[config.mk]
export PLATFORM = sky130hd
export DESIGN_NAME = rram_cim_sequencer
export DESIGN_NICKNAME = d
export VERILOG_FILES = /design/src/rtl/rram_cim_pkg.sv /design/src/rtl/rram_cim_result_buf.sv /design/src/rtl/rram_cim_sequencer.sv
export SDC_FILE = /design/constraint.sdc
export NUM_CORES = 1
export LEC_CHECK = 0
export ABC_AREA = 1
export CAP_MARGIN = 20
export CORE_UTILIZATION = 31
export CTS_CLUSTER_SIZE = 28
export DETAILED_ROUTE_END_ITERATION = 7
export GPL_ROUTABILITY_DRIVEN = 0
export PLACE_DENSITY = 0.52
export SYNTH_ARGS = -nofsm -noshare
export SYNTH_HDL_FRONTEND = slang
export SYNTH_SLANG_ARGS = --single-unit
[constraint.sdc]
create_clock -name clk -period 4.4 [get_ports clk]
set_clock_uncertainty 0.05 [all_clocks]
set_input_delay 0.44 -clock clk [delete_from_list [all_inputs] [get_ports clk]]
set_output_delay 0.44 -clock clk [all_outputs]
set_load 0.03 [all_outputs]
[src/rtl/rram_cim_pkg.sv]
// Shared definitions for the ternary RRAM compute-in-memory sequencer.
// Trit encoding, FSM state type and the trit sanitizer used on every inbound trit.
package rram_cim_pkg;

    localparam logic [1:0] TRIT_NEG  = 2'b10;
    localparam logic [1:0] TRIT_ZERO = 2'b00;
    localparam logic [1:0] TRIT_POS  = 2'b01;
    localparam logic [1:0] TRIT_BAD  = 2'b11;

    typedef enum logic [2:0] {
        StIdle,
        StLoad,
        StMacIssue,
        StMacWait,
        StDrain
    } cim_state_e;

    typedef struct packed {
        logic [1:0] trit;
        logic       bad;
    } trit_san_t;

    // The unused code 11 is replaced by zero and flagged so the caller can raise a fault.
    function automatic trit_san_t sanitize_trit(input logic [1:0] t);
        trit_san_t s;
        s.trit = TRIT_ZERO;
        s.bad  = 1'b0;
        case (t)
            TRIT_NEG, TRIT_ZERO, TRIT_POS: s.trit = t;
            TRIT_BAD:                      s.bad  = 1'b1;
            default:                       s.bad  = 1'b1;
        endcase
        return s;
    endfunction

endpackage

[src/rtl/rram_cim_result_buf.sv]
// Column result buffer for the CIM sequencer: captures COLS signed 8-bit sums in one
// cycle and drains them one column per accepted beat, flagging the final column.
// Build macro RRAM_CIM_REQUANT_EN: each sum is reduced to a trit code before buffering.
module rram_cim_result_buf
    import rram_cim_pkg::*;
#(
    parameter int unsigned  COLS   = 16,
    parameter int           THRESH = 4,
    localparam int unsigned ColW   = (COLS > 1) ? $clog2(COLS) : 1
) (
    input  logic              clk,
    input  logic              rst_n,
    input  logic              capture,
    input  logic              zero_fill,
    input  logic [COLS*8-1:0] mac_result,
    input  logic              drain_en,
    input  logic              advance,
    output logic [7:0]        r_data,
    output logic [ColW-1:0]   r_col,
    output logic              r_last
);

    logic [7:0]      buf_q [COLS];
    logic [ColW-1:0] ptr_q;

    // Requant codes assume a positive threshold inside the signed 8-bit sum range.
    if (THRESH < 1 || THRESH > 127) begin : g_bad_thresh
        $error("rram_cim_result_buf: THRESH must be in 1..127");
    end

`ifdef RRAM_CIM_REQUANT_EN
    function automatic logic [7:0] quantize(input logic [7:0] sum);
        logic [7:0] q;
        q = 8'h00;
        if ($signed(sum) >= THRESH) begin
            q = {6'b0, TRIT_POS};
        end else if ($signed(sum) <= -THRESH) begin
            q = {6'b0, TRIT_NEG};
        end
        return q;
    endfunction
`else
    function automatic logic [7:0] quantize(input logic [7:0] sum);
        return sum;
    endfunction
`endif

    // Capture (or zero) all columns at once; a timed-out MAC must drain zeros.
    always_ff @(posedge clk or negedge rst_n) begin
        if (!rst_n) begin
            for (int c = 0; c < COLS; c++) buf_q[c] <= 8'h00;
        end else if (zero_fill) begin
            for (int c = 0; c < COLS; c++) buf_q[c] <= 8'h00;
        end else if (capture) begin
            for (int c = 0; c < COLS; c++) buf_q[c] <= quantize(mac_result[8*c +: 8]);
        end
    end

    // Drain pointer restarts at column 0 on every new result set.
    always_ff @(posedge clk or negedge rst_n) begin
        if (!rst_n) begin
            ptr_q <= '0;
        end else if (capture || zero_fill) begin
            ptr_q <= '0;
        end else if (advance) begin
            ptr_q <= (ptr_q == ColW'(COLS - 1)) ? '0 : ptr_q + ColW'(1);
        end
    end

    assign r_data = buf_q[ptr_q];
    assign r_col  = ptr_q;
    assign r_last = drain_en && (ptr_q == ColW'(COLS - 1));

endmodule

[src/rtl/rram_cim_sequencer.sv]
// Initiator-side sequencer for the ternary RRAM crossbar: streams weights into the
// write port, issues MACs on activation vectors and drains the column sums serially.
// Build macro RRAM_CIM_REQUANT_EN: sums are requantized to trits (see result buffer).
module rram_cim_sequencer
    import rram_cim_pkg::*;
#(
    parameter int unsigned  ROWS    = 16,
    parameter int unsigned  COLS    = 16,
    parameter int unsigned  TIMEOUT = 15,
    parameter int           THRESH  = 4,
    localparam int unsigned RowW    = (ROWS > 1) ? $clog2(ROWS) : 1,
    localparam int unsigned ColW    = (COLS > 1) ? $clog2(COLS) : 1
) (
    input  logic              clk,
    input  logic              rst_n,
    input  logic              load_start,
    input  logic              w_valid,
    output logic              w_ready,
    input  logic [1:0]        w_data,
    input  logic              x_valid,
    output logic              x_ready,
    input  logic [ROWS*2-1:0] x_data,
    output logic              r_valid,
    input  logic              r_ready,
    output logic [7:0]        r_data,
    output logic [ColW-1:0]   r_col,
    output logic              r_last,
    output logic              busy,
    output logic              fault,
    input  logic              fault_clr,
    output logic [RowW-1:0]   xb_wr_row,
    output logic [ColW-1:0]   xb_wr_col,
    output logic [1:0]        xb_wr_data,
    output logic              xb_wr_en,
    output logic [ROWS*2-1:0] xb_input_vector,
    output logic              xb_mac_start,
    input  logic [COLS*8-1:0] xb_mac_result,
    input  logic              xb_mac_done
);

    localparam int unsigned TmrW = $clog2(TIMEOUT + 1);

    cim_state_e        state_q, state_d;
    logic [RowW-1:0]   row_q, row_d;
    logic [ColW-1:0]   col_q, col_d;
    logic [TmrW-1:0]   timer_q, timer_d;
    logic [ROWS*2-1:0] vec_q, vec_d, x_clean;
    logic              x_bad;
    trit_san_t         w_san;
    logic              wr_en_q, wr_en_d;
    logic [RowW-1:0]   wr_row_q, wr_row_d;
    logic [ColW-1:0]   wr_col_q, wr_col_d;
    logic [1:0]        wr_data_q, wr_data_d;
    logic              fault_q, fault_d, fault_set;
    logic              x_rdy_q;
    logic              capture, zero_fill, r_fire;

    assign w_san = sanitize_trit(w_data);

    // Sanitize the whole activation vector and note whether any trit was invalid.
    always_comb begin
        x_clean = '0;
        x_bad   = 1'b0;
        for (int r = 0; r < ROWS; r++) begin
            trit_san_t s;
            s = sanitize_trit(x_data[2*r +: 2]);
            x_clean[2*r +: 2] = s.trit;
            x_bad = x_bad | s.bad;
        end
    end

    // Next-state and datapath control for the load / MAC / drain sequence.
    always_comb begin
        state_d   = state_q;
        row_d     = row_q;
        col_d     = col_q;
        timer_d   = timer_q;
        vec_d     = vec_q;
        wr_en_d   = 1'b0;
        wr_row_d  = wr_row_q;
        wr_col_d  = wr_col_q;
        wr_data_d = wr_data_q;
        fault_set = 1'b0;
        capture   = 1'b0;
        zero_fill = 1'b0;
        case (state_q)
            StIdle: begin
                if (load_start) begin
                    state_d = StLoad;
                    row_d   = '0;
                    col_d   = '0;
                end else if (x_valid && x_rdy_q) begin
                    state_d   = StMacIssue;
                    vec_d     = x_clean;
                    fault_set = x_bad;
                    timer_d   = '0;
                end
            end
            StLoad: begin
                if (w_valid) begin
                    wr_en_d   = 1'b1;
                    wr_row_d  = row_q;
                    wr_col_d  = col_q;
                    wr_data_d = w_san.trit;
                    fault_set = w_san.bad;
                    if (col_q == ColW'(COLS - 1)) begin
                        col_d = '0;
                        if (row_q == RowW'(ROWS - 1)) begin
                            row_d   = '0;
                            state_d = StIdle;
                        end else begin
                            row_d = row_q + RowW'(1);
                        end
                    end else begin
                        col_d = col_q + ColW'(1);
                    end
                end
            end
            StMacIssue: begin
                // Timer counts cycles since the start pulse.
                timer_d = timer_q + TmrW'(1);
                state_d = StMacWait;
            end
            StMacWait: begin
                timer_d = timer_q + TmrW'(1);
                if (xb_mac_done) begin
                    capture = 1'b1;
                    state_d = StDrain;
                end else if (timer_q == TmrW'(TIMEOUT - 1)) begin
                    fault_set = 1'b1;
                    zero_fill = 1'b1;
                    state_d   = StDrain;
                end
            end
            StDrain: begin
                if (r_fire && r_last) state_d = StIdle;
            end
            default: state_d = StIdle;
        endcase
        // A fault raised in the same cycle as a clear must win.
        fault_d = (fault_q & ~(fault_clr & (state_q == StIdle))) | fault_set;
    end

    // State, counters, crossbar drive registers and sticky fault.
    always_ff @(posedge clk or negedge rst_n) begin
        if (!rst_n) begin
            state_q   <= StIdle;
            row_q     <= '0;
            col_q     <= '0;
            timer_q   <= '0;
            vec_q     <= '0;
            wr_en_q   <= 1'b0;
            wr_row_q  <= '0;
            wr_col_q  <= '0;
            wr_data_q <= 2'b00;
            fault_q   <= 1'b0;
            x_rdy_q   <= 1'b0;
        end else begin
            state_q   <= state_d;
            row_q     <= row_d;
            col_q     <= col_d;
            timer_q   <= timer_d;
            vec_q     <= vec_d;
            wr_en_q   <= wr_en_d;
            wr_row_q  <= wr_row_d;
            wr_col_q  <= wr_col_d;
            wr_data_q <= wr_data_d;
            fault_q   <= fault_d;
            x_rdy_q   <= (state_d == StIdle);
        end
    end

    assign w_ready         = (state_q == StLoad);
    // Registered so x_ready stays low during reset; load_start pre-empts an accept.
    assign x_ready         = x_rdy_q & ~load_start;
    assign busy            = (state_q != StIdle);
    assign r_valid         = (state_q == StDrain);
    assign r_fire          = r_valid & r_ready;
    assign fault           = fault_q;
    assign xb_mac_start    = (state_q == StMacIssue);
    assign xb_input_vector = vec_q;
    assign xb_wr_en        = wr_en_q;
    assign xb_wr_row       = wr_row_q;
    assign xb_wr_col       = wr_col_q;
    assign xb_wr_data      = wr_data_q;

    rram_cim_result_buf #(
        .COLS   (COLS),
        .THRESH (THRESH)
    ) u_result_buf (
        .clk        (clk),
        .rst_n      (rst_n),
        .capture    (capture),
        .zero_fill  (zero_fill),
        .mac_result (xb_mac_result),
        .drain_en   (r_valid),
        .advance    (r_fire),
        .r_data     (r_data),
        .r_col      (r_col),
        .r_last     (r_last)
    );

endmodule

==> metrics.md, run 1 <==
| Metric | Value |
|---|---|
| Via density | 4.64 |
| Mapped Cells | a little over 1,000 |
| Critical Setup Path Class | flop to primary output |
| Grt ovf | 0 |
| CTS Buf Count | 17 |
| DRC | 0 |
| Cell count after placement | roughly 1,600 |
| Hold buffer count at CTS | 0 |
| Reg area | between 0.004 and 0.005 mm² |
| Average size of a mapped cell | slightly below 9 µm² |
| Die area | slightly below 0.03 mm² |
| Setup crit end kind | primary output |
| Area share of the largest cell type after synthesis | 0.536 |
| Area Growth Syn to Fin | 35.0% |
| Clk Latency, worst-skew pair | around 0.43 ns |
| Signal arrival time at the worst endpoint | about 3.3 ns |
| Syn nets | 1,196 |
| Critical Path RT | roughly 4 ns |
| # fillers | 2,841 |
| CTS root buffer | clkbuf_16 |
| Power per Cell Area | about 530 mW/mm² |
| Type of origin of the critical path | flop |
| Outcome | finished clean |
| Area of placed instances | 0.0115 mm² |
| Worst R2R Start | timer_q[0] |
| Final wirelength | 26,800 µm |
| Yosys reg bits | roughly 190 |
| Max-slew violations | 0 |
| Unrepaired setup endpoints after global routing | false |
| CTS resizes | 0 |
| Largest net degree at the start of global routing | around 110 |
| Post-Layout Inst Area | between 0.01 and 0.015 mm² |
| Core region area | between 0.02 and 0.03 mm² |
| First-pass GRT wire length | between 40,000 and 50,000 µm |
| Routed wire per std cell | about 17 µm |
| DRT iter0 DRCs | ~580 |
| Max IR drop VDD | around 210 µV |
| Sequential share of the synthesized area | 0.536 |
| HP Class | input port to asynchronous set/reset pin |
| Worst-path clk slew | ~0.080 ns |
| Slew headroom | 0.403 |
| Post-Syn Area | around 0.009 mm² |
| CP Max Fanout | 71 |
| Total GRT Usage | 0.186 |
| Setup violators final | 0 |
| Die W | approximately 170 µm |
| # IOs | 232 |
| Post-DP HPWL | 19,000 µm |
| H-tree level count | 4 |
| FF-to-FF End | u_result_buf.r_col[1] |
| Most frequent cells in the layout | 290 x nand2_1, 230 x clkdlybuf4s50_1, 191 x dfrtp_1 |
| PortBufs | around 230 |
| Multi-input gate area | ~0.0033 mm² |
| Most common cell after layout, fill and taps aside | nand2_1 |
| Die Height | 172 µm |
| Largest cells by area after synthesis | dfrtp_1 54%, nand2_1 12%, a22o_1 6.3% |
| Post-route minimum period | between 3 and 4 ns |
| Vias | about 7,500 |
| Sum Neg Setup Slack | 0 ns |
| Path depth of the worst reg2reg path | 8 |
| Peak Freq | 0.263 GHz |
| Starting Density | 0.319 |
| Max-Cap Viols | 0 |
| Fin. Hold Viols | 0 |
| Hold slack final | 0.0255 ns |
| Reg2reg setup slack | about 1.8 ns |
| CTS tree | built |
| Leakage | approximately 5.5 nW |
| Max Root-Sink Buffers | 2 |
| Vias in the first global route | around 7,500 |
| Synth unique cells | 27 |
| Synth Warn # | 0 |
| Post-CTS Setup Repair Bufs | 0 |
| Nets | 1,398 |
| Fin cells | around 1,600 |
| Cell taking the most area after synthesis | dfrtp_1 |
| Initial antenna violation count | 5 |
| Routed Antenna Nets | 0 |
| Layout cell share with drive strength beyond 1 | 0.0470 |
| Row Count | 61 |
| Clk sink count | 192 |
| DRT Pass-1 Iters | 5 |
| Fin crit share | 0.864 |
| Worst Max-Slew Pin Slew | 0.896 ns |
-- critical path, cell delays in order (launching register included) --
cell and delay [ns]:
dfrtp_4 0.90, clkinv_1 0.63, nand2_1 0.17, nand3_1 0.07
o21ai_0 0.11, nand2_1 0.07, nand2_1 0.13, inv_1 0.06
nand2_1 0.08, clkdlybuf4s50_1 0.67
-- flip-flops by register name (all words and copies together) (netlist names), 2 cells and up --
signal / flops
u_result_buf.buf_q: 128
xb_input_vector: 32
col_q: 4
row_q: 4
timer_q: 4
u_result_buf.r_col: 4
xb_wr_col: 4
xb_wr_row: 4
state_q: 3
xb_wr_data: 2
-- power by group --
| part | total (mW) | switching (mW) | internal (mW) |
|---|---|---|---|
| Sequential | 2.59 | 0.357 | 2.24 |
| Combinational | 2.21 | 1.27 | 0.944 |
| Clock | 1.65 | 0.776 | 0.871 |
-- metal layers --
metal	wire length (µm)	global-route usage
met5	11	0
met4	186	0.0342
met3	1720	0.0565
met2	12300	0.287
met1	12600	0.258
-- synthesized netlist by cell type, drive strengths merged --
| master | number |
|---|---|
| xor2 | 3 |
| a22o | 64 |
| nand2 | 294 |
| o211ai | 40 |
| o21ai | 108 |
| a21oi | 16 |
| nand4 | 1 |
| dfrtp | 192 |
| clkinv | 3 |
| inv | 119 |
| nand3b | 1 |
| nand3 | 63 |
| o31ai | 17 |
| clkbuf | 12 |
| nor2 | 35 |
| nor3 | 1 |
| ha | 5 |
| buf | 47 |
-- how the worst max path moves through the flow --
stage | from | endpoint | slack [ns]
finish | u_result_buf.r_col[0] | r_data[6] | 0.60
global route | u_result_buf.r_col[0] | r_data[6] | 0.26
detailed placement | u_result_buf.r_col[0] | r_data[6] | 1.05
floorplan | u_result_buf.r_col[0] | r_data[2] | 2.35
global placement | u_result_buf.r_col[0] | r_data[4] | 1.07
CTS | u_result_buf.r_col[0] | r_data[4] | 0.56
-- area by class of cell --
cell class	instances	area share
diodes	4	0.000827
clock buffers	17	0.0352
well taps	378	0.0391
clock inverters	14	0.0158
flip-flops and latches	192	0.397
multi-input cells	648	0.273
inverters	122	0.0381
repair buffers	242	0.200
-- per-stage QoR --
stage	worst slack, ns	utilization	total power, mW
5_1_grt	0.262	0.430	6.90
6_report	0.600	0.431	6.45
3_3_place_gp	1.07	0.408	4.83
2_1_floorplan	2.35	-	3.96
3_5_place_dp	1.05	0.408	4.85
4_1_cts	0.557	0.430	6.53
-- kinds of logic (layout without fill, tap and decap cells) --
logic type | after synthesis | in the layout | synth area share
other | 0 | 4 | 0
DFF | 192 | 192 | 0.536
buffers and inverters | 181 | 395 | 0.0954
adders and majority gates | 5 | 5 | 0.00698
and+or+nand+nor | 395 | 395 | 0.179
AOI/OAI and AO/OA | 245 | 245 | 0.180
xor gates and xnor gates | 3 | 3 | 0.00293
No activity file was read; power rests on OpenSTA's default activity.
==> run 2: changes to the inputs <==
--- a/config.mk
+++ b/config.mk
@@ -5,13 +5,12 @@
 export SDC_FILE = /design/constraint.sdc
 export NUM_CORES = 1
 export LEC_CHECK = 0
-export ABC_AREA = 1
 export CAP_MARGIN = 20
 export CORE_UTILIZATION = 31
 export CTS_CLUSTER_SIZE = 28
 export DETAILED_ROUTE_END_ITERATION = 7
 export GPL_ROUTABILITY_DRIVEN = 0
-export PLACE_DENSITY = 0.52
+export PLACE_DENSITY = 0.53
 export SYNTH_ARGS = -nofsm -noshare
 export SYNTH_HDL_FRONTEND = slang
 export SYNTH_SLANG_ARGS = --single-unit
==> run 2 against run 1 <==
Effect of this change:
- global-route usage is essentially flat
- area after synthesis shrank 5.2%
- cell count shrank 23%
- critical path depth shrank 4
- sequential share of layout area grew 1.5 points
- synthesized cell count shrank 33%
- hold slack gained 0.073 ns
- combinational power shrank 83%
- sequential power shrank 29%
- critical path type unchanged
- critical endpoint is now r_data[7]
- largest power group unchanged
==> metrics.md, run 2 <==
| Metric | Value |
|---|---|
| Outcome | finished clean |
| HP Class | input port to asynchronous set/reset pin |
| Async SR Flop Fraction | 1.00 (unchanged) |
| DRC | 0 (unchanged) |
| Post-Layout Inst Area | 0.0117 mm² (-3.6%) |
| Signal arrival time at the worst endpoint | 3.09 ns (-0.22 ns) |
| Initial antenna violation count | 2 (-3) |
| Die area | 0.0281 mm² (-5.1%) |
| Top reg by flops | u_result_buf.buf_q |
| Peak Freq | 0.279 GHz (+6.2%) |
| Largest net degree at the start of global routing | 130 (+19%) |
| CTS resizes | 0 (unchanged) |
| Hold buffer count at CTS | 0 (unchanged) |
| Via density | 5.21 (+12%) |
| Max Root-Sink Buffers | 2 (unchanged) |
| Max-Cap Viols | 0 (unchanged) |
| Average size of a mapped cell | 12.5 µm² (+42%) |
| Synth Area in Adders | 0.00736 (+0.000380) |
| Max-slew violations | 0 (unchanged) |
| Max reg flops | 128 (unchanged) |
| M1 wire length | 12,300 µm (-1.9%) |
| Largest family of logic cells by synthesized area | compound AO/OA/AOI/OAI gates |
| Area Growth Syn to Fin | 37.2% |
| Max IR drop VDD | 231 µV (+8.4%) |
| Fin. Hold Viols | 0 (unchanged) |
| H-tree level count | 4 (unchanged) |
| Layout cell share with drive strength beyond 1 | 0.0845 (+0.0376) |
| Setup violators final | 0 (unchanged) |
| Synth Area in Compound Gates | 0.205 (+0.0255) |
| Post-synthesis simple-gate area fraction | 0.0892 (-0.0898) |
| Worst Max-Slew Pin Slew | 0.943 ns (+0.0470 ns) |
| Synth unique cells | 52 (+93%) |
| CTS Buf Count | 17 (unchanged) |
| Critical Path RT | 3.91 ns (about the same) |
| Area share of the largest cell type after synthesis | 0.565 (+0.0292) |
| Multi-input gate area | 0.00337 mm² (+2.0%) |
| Core region area | 0.0270 mm² (-4.0%) |
| Worst-path clk slew | 0.07 ns (about the same) |
| Vias | 6,467 (-14%) |
| Yosys reg bits | 192 (unchanged) |
| Post-synth EDFFs | 0 (unchanged) |
| Setup crit end kind | primary output |
| XOR/XNOR Fraction of Synth Area | 0.00206 (-0.000871) |
| Unrepaired setup endpoints after global routing | false |
| Post-CTS Setup Repair Bufs | 0 (unchanged) |
| Routed Antenna Nets | 0 (unchanged) |
| Sequential share of the synthesized area | 0.565 (+0.0292) |
| Post-synthesis mux area share | 0.0919 (+0.0919) |
| Top Metal Used | met5 |
| Post-Syn Area | 0.00850 mm² (-5.2%) |
| Reg area | 0.00481 mm² (about the same) |
| Clk Latency, worst-skew pair | 0.43 ns (about the same) |
| Met3 wire len | 1850 µm (+7.6%) |
| First-pass GRT wire length | 39,700 µm (-5.6%) |
| Row Count | 60 (-1.6%) |
| Largest cells by area after synthesis | dfrtp_1 57%, a22o_1 14%, mux4_2 6.4% |
| Power per Cell Area | 330 mW/mm² (-38%) |
| Starting Density | 0.315 (-0.00373) |
| Post-synth top flop | dfrtp_1 |
| Sum Neg Setup Slack | 0 ns (unchanged) |
| Grt ovf | 0 (unchanged) |
| Critical Setup Path Class | flop to primary output |
| Syn nets | 856 (-28%) |
| # IOs | 232 (unchanged) |
| Most common cell after layout, fill and taps aside | clkdlybuf4s50_1 |
| Clk sink count | 192 (unchanged) |
| DRT iter0 DRCs | 550 (-4.7%) |
| Post-DP HPWL | 18,200 µm (-3.9%) |
| Slew headroom | 0.372 (-0.0313) |
| Final wirelength | 25,800 µm (-3.6%) |
| Post-synth top cells | 192 x dfrtp_1, 134 x a22o_1, 71 x nand2_1, 46 x o21ai_0, 35 x buf_2 |
| Post-route minimum period | 3.58 ns (-0.220 ns) |
| Die Height | 168 µm (-2.6%) |
| Fin crit share | 0.813 (-0.0501) |
| Cell taking the most area after synthesis | dfrtp_1 |
| Type of origin of the critical path | flop |
| PortBufs | 231 (unchanged) |
| Synth Warn # | 0 (unchanged) |
| Count leader, synth | dfrtp_1 |
| Die W | 168 µm (-2.6%) |
| Vias in the first global route | 6,494 (-14%) |
| DRT Pass-1 Iters | 5 (unchanged) |
| Nets | 1,062 (-24%) |
| CP Max Fanout | 30 (-58%) |
| Routed wire per std cell | 20.8 µm (+26%) |
| CTS tree | built |
| Area of placed instances | 0.0110 mm² (-3.5%) |
| Met2 wire length | 11,400 µm (-6.9%) |
| Leakage | 5.00 nW (-9.8%) |
| Mapped Cells | 681 (-33%) |
| Most frequent cells in the layout | 230 x clkdlybuf4s50_1, 190 x dfrtp_1, 134 x a22o_1 |
| CTS root buffer | clkbuf_16 |
| Total GRT Usage | 0.187 (+0.000403) |
| # fillers | 2,518 (-11%) |
[run 2: changes by cell type after synthesis, moves of 38 or more]
cell      before  now
a22o_1        64  134
inv_1        114    5
nand2_1      290   71
nand3_1       62    9
o211ai_1      40    2
[run 2: per-layer routing]
metal  vias to the layer above  track usage
met1                      3228        0.277
li1                       2981            -
met3                        12       0.0529
met4                         2       0.0431
met5                         -            0
met2                       244        0.267
[run 2: cell families (layout without fill, tap and decap cells)]
family / count (synthesis) / after routing
buffers and inverters: 60 / 278
AND/OR/NAND/NOR: 149 / 149
flip-flops: 192 / 192
adder cells (fa/ha/maj): 5 / 5
multiplexers: 48 / 48
other: 0 / 1
XOR/XNOR: 2 / 2
AO/OA/AOI/OAI: 225 / 225
[run 2: final timing paths]
path | from | endpoint | slack, ns | cells past startpoint
worst max-delay path | u_result_buf.r_col[1] | r_data[7] | 0.82 | 5
worst min-delay path | rst_n | u_result_buf.buf_q[49] | 0.1 | 1
worst max register to register | state_q[2] | u_result_buf.buf_q[99] | 2.01 | 4
worst min register to register | xb_wr_data[0] | xb_wr_data[0] | 0.43 | 2
max in group asynchronous | rst_n | u_result_buf.buf_q[95] | 3.22 | 2
min in group clk | xb_wr_data[0] | xb_wr_data[0] | 0.43 | 2
[run 2: through the flow]
stage          cells  power (mW)  utilization  setup WS (ns)  hold WS [ns]
2_1_floorplan    681        1.99            -           1.82        0.0944
3_3_place_gp    1209        2.27        0.410           1.30         0.406
3_5_place_dp    1209        2.27        0.410           1.24         0.415
4_1_cts         1240        3.89        0.432          0.770         0.132
5_1_grt         1241        4.00        0.433          0.675         0.155
6_report        1241        3.84        0.433          0.821        0.0983
[run 2: where the power goes]
group          total [mW]  leakage [nW]  switching, mW  internal [mW]
combinational       0.384          2.09          0.172          0.212
clock                1.61         0.293          0.738          0.877
sequential           1.85          2.62         0.0403           1.80
total                3.84          5.00          0.950           2.89
[run 2: cell type report]
cell class | count | area share
clock buffers | 18 | 0.0377
repair buffers | 240 | 0.206
inverters | 7 | 0.00397
clock inverters | 13 | 0.0145
diodes | 1 | 0.000215
well taps | 341 | 0.0366
flip-flops and latches | 192 | 0.412
multi-input cells | 429 | 0.289
[run 2: critical path, cell delays in order, from the launching register on]
cell,delay [ns]
dfrtp_2,0.87
buf_4,0.36
mux4_2,0.22
mux2i_1,0.06
o21ai_0,0.39
clkdlybuf4s50_1,0.77
==> run 3: changes to the inputs <==
==> constraint.sdc (replaced) <==
create_clock -name clk -period 3.7 [get_ports clk]
set_clock_uncertainty 0.05 [all_clocks]
set_input_delay 0.37 -clock clk [delete_from_list [all_inputs] [get_ports clk]]
set_output_delay 0.37 -clock clk [all_outputs]
set_load 0.03 [all_outputs]
==> run 3 against run 2 <==
Effect of this change:
- final area increased by 0.12%
- power grew 16%
- combinational power increased by 21%
- register-to-register slack got worse by 0.50 ns
- flip-flop and latch count stayed put
- clock-buffer cell count shrank 1
- sequential share of layout area about the same
- die area unchanged
- first-iteration DRC count fell by 5.3%
- cell count grew 0.32%
- global-route usage is 0.40 points lower
- routed wire length fell by 1.1%
- critical path type unchanged
- largest power group unchanged
==> metrics.md, run 3 (synthesis gave the netlist of run 2 again) <==
| Metric | Value |
|---|---|
| Outcome | finished clean |
| Die Height | 168 µm (unchanged) |
| Critical Setup Path Class | flop to primary output |
| Fin. Hold Viols | 0 (unchanged) |
| Peak Freq | 0.295 GHz |
| Top reg by flops | u_result_buf.buf_q |
| Vias | 6,508 (+0.63%) |
| Largest net degree at the start of global routing | 130 (unchanged) |
| DRT iter0 DRCs | 521 (-5.3%) |
| Fin cells | 1,245 (+0.32%) |
| Critical Path RT | 3.28 ns (-0.63 ns) |
| Cell count after placement | 1,211 (+0.17%) |
| Most frequent cells in the layout | 230 x clkdlybuf4s50_1, 190 x dfrtp_1, 134 x a22o_1 |
| Final wirelength | 25,500 µm (-1.1%) |
| Row Count | 60 (unchanged) |
| Initial antenna violation count | 1 (-1) |
| Core region area | 0.0270 mm² (unchanged) |
| Max-slew violations | 0 (unchanged) |
| Setup crit end kind | primary output |
| Fin crit share | 0.916 |
| Vias in the first global route | 6,316 (-2.7%) |
| DRC | 0 (unchanged) |
| CTS tree | built |
| CTS root buffer | clkbuf_16 |
| Die area | 0.0281 mm² (unchanged) |
| Routed wire per std cell | 20.5 µm (-1.4%) |
| Total GRT Usage | 0.183 (-0.00404) |
| CP Max Fanout | 25 (-17%) |
| Routed Antenna Nets | 0 (unchanged) |
| Nets | 1,065 (+0.28%) |
| Post-Layout Inst Area | 0.0117 mm² (+0.12%) |
| Max Root-Sink Buffers | 2 (unchanged) |
| Hold buffer count at CTS | 1 (+1) |
| Grt ovf | 0 (unchanged) |
| Power per Cell Area | 384 mW/mm² (+16%) |
| Clk sink count | 192 (unchanged) |
| # IOs | 232 (unchanged) |
| HP Class | flop to flop |
| Sum Neg Setup Slack | 0 ns (unchanged) |
| Leakage | 5.01 nW (+0.18%) |
| Post-DP HPWL | 18,100 µm (-1.0%) |
| DRT Pass-1 Iters | 5 (unchanged) |
| Most common cell after layout, fill and taps aside | clkdlybuf4s50_1 |
| Layout cell share with drive strength beyond 1 | 0.0875 (+0.00295) |
| H-tree level count | 4 (unchanged) |
| Max IR drop VDD | 264 µV (+14%) |
| Post-CTS Setup Repair Bufs | 0 (unchanged) |
| Max-Cap Viols | 0 (unchanged) |
| PortBufs | 231 (unchanged) |
| Die W | 168 µm (unchanged) |
| Area Growth Syn to Fin | 37.4% |
| Worst Max-Slew Pin Slew | 0.889 ns (-0.0541 ns) |
| Via density | 5.23 (+0.31%) |
| Type of origin of the critical path | flop |
| Clk Latency, worst-skew pair | 0.43 ns (about the same) |
| Unrepaired setup endpoints after global routing | false |
| First-pass GRT wire length | 38,800 µm (-2.2%) |
| Starting Density | 0.315 (unchanged) |
| Setup violators final | 0 (unchanged) |
| Signal arrival time at the worst endpoint | 2.97 ns (-0.12 ns) |
| Worst-path clk slew | 0.08 ns (about the same) |
| CTS resizes | 0 (unchanged) |
| Post-route minimum period | ~3.4 ns |
| CTS Buf Count | 17 (unchanged) |
| Max reg flops | 128 (unchanged) |
| Area of placed instances | 0.0111 mm² (+0.36%) |
| Slew headroom | 0.408 (+0.0360) |
-- run 3: changes by cell type in the layout (fill, tap and decap cells not counted) --
cell           change
bufinv_16          -2
clkinv_2           +2
inv_8              +4
inv_6              -4
buf_12             +2
clkbuf_8           -1
clkinv_4           +2
dlygate4sd3_1      +1
-- run 3: worst paths after layout --
kind                            depth (start not counted)  slack (ns)                  start                endpoint
worst min register to register                          2        0.43          xb_wr_data[0]           xb_wr_data[0]
min in group asynchronous                               2        0.48                  rst_n  u_result_buf.buf_q[42]
max in group asynchronous                               3        2.28                  rst_n   u_result_buf.r_col[1]
worst max-delay path                                    5        0.31  u_result_buf.r_col[0]               r_data[2]
worst max register to register                          4        1.51             state_q[2]  u_result_buf.buf_q[46]
worst min-delay path                                    2        0.43          xb_wr_data[0]           xb_wr_data[0]
-- run 3: stage by stage --
step	util	power (mW)	hold WS [ns]	setup slack, ns
final	0.433	4.48	0.425	0.310
after floorplan	-	2.37	0.0244	1.19
after global placement	0.411	2.70	0.403	0.824
after global routing	0.433	4.65	0.448	0.198
after CTS	0.433	4.53	0.430	0.294
after detailed placement	0.411	2.70	0.410	0.768
-- run 3: worst max-delay path, cell delays in order, from the launching register on --
cell	delay, ns
dfrtp_2	0.46
buf_4	0.44
mux4_2	0.58
a32oi_1	0.20
o21ai_0	0.20
clkdlybuf4s50_1	0.65
-- run 3: routing by layer --
metal	vias to the layer above	wire length, µm	global-route usage
li1	2999	-	-
met1	3285	12300	0.271
met4	0	536	0.0638
met3	25	1300	0.0373
met5	-	0	0
met2	199	11300	0.262
-- run 3: final cells by class --
class / instances / area (µm²)
clock inverter: 15 / 146
timing repair buffer: 243 / 2450
clock buffer: 17 / 425
sequential: 192 / 4810
inverter: 7 / 46.3
tap: 341 / 427
antenna: 1 / 2.50
fill: 2482 / 15300
multi-input combinational: 429 / 3370
-- run 3: power by group --
| part | total (mW) | switching [mW] | internal [mW] | leakage, nW |
|---|---|---|---|---|
| logic | 0.463 | 0.208 | 0.255 | 2.12 |
| clock network | 1.82 | 0.918 | 0.901 | 0.280 |
| registers | 2.20 | 0.0502 | 2.15 | 2.62 |
| total | 4.48 | 1.18 | 3.30 | 5.01 |
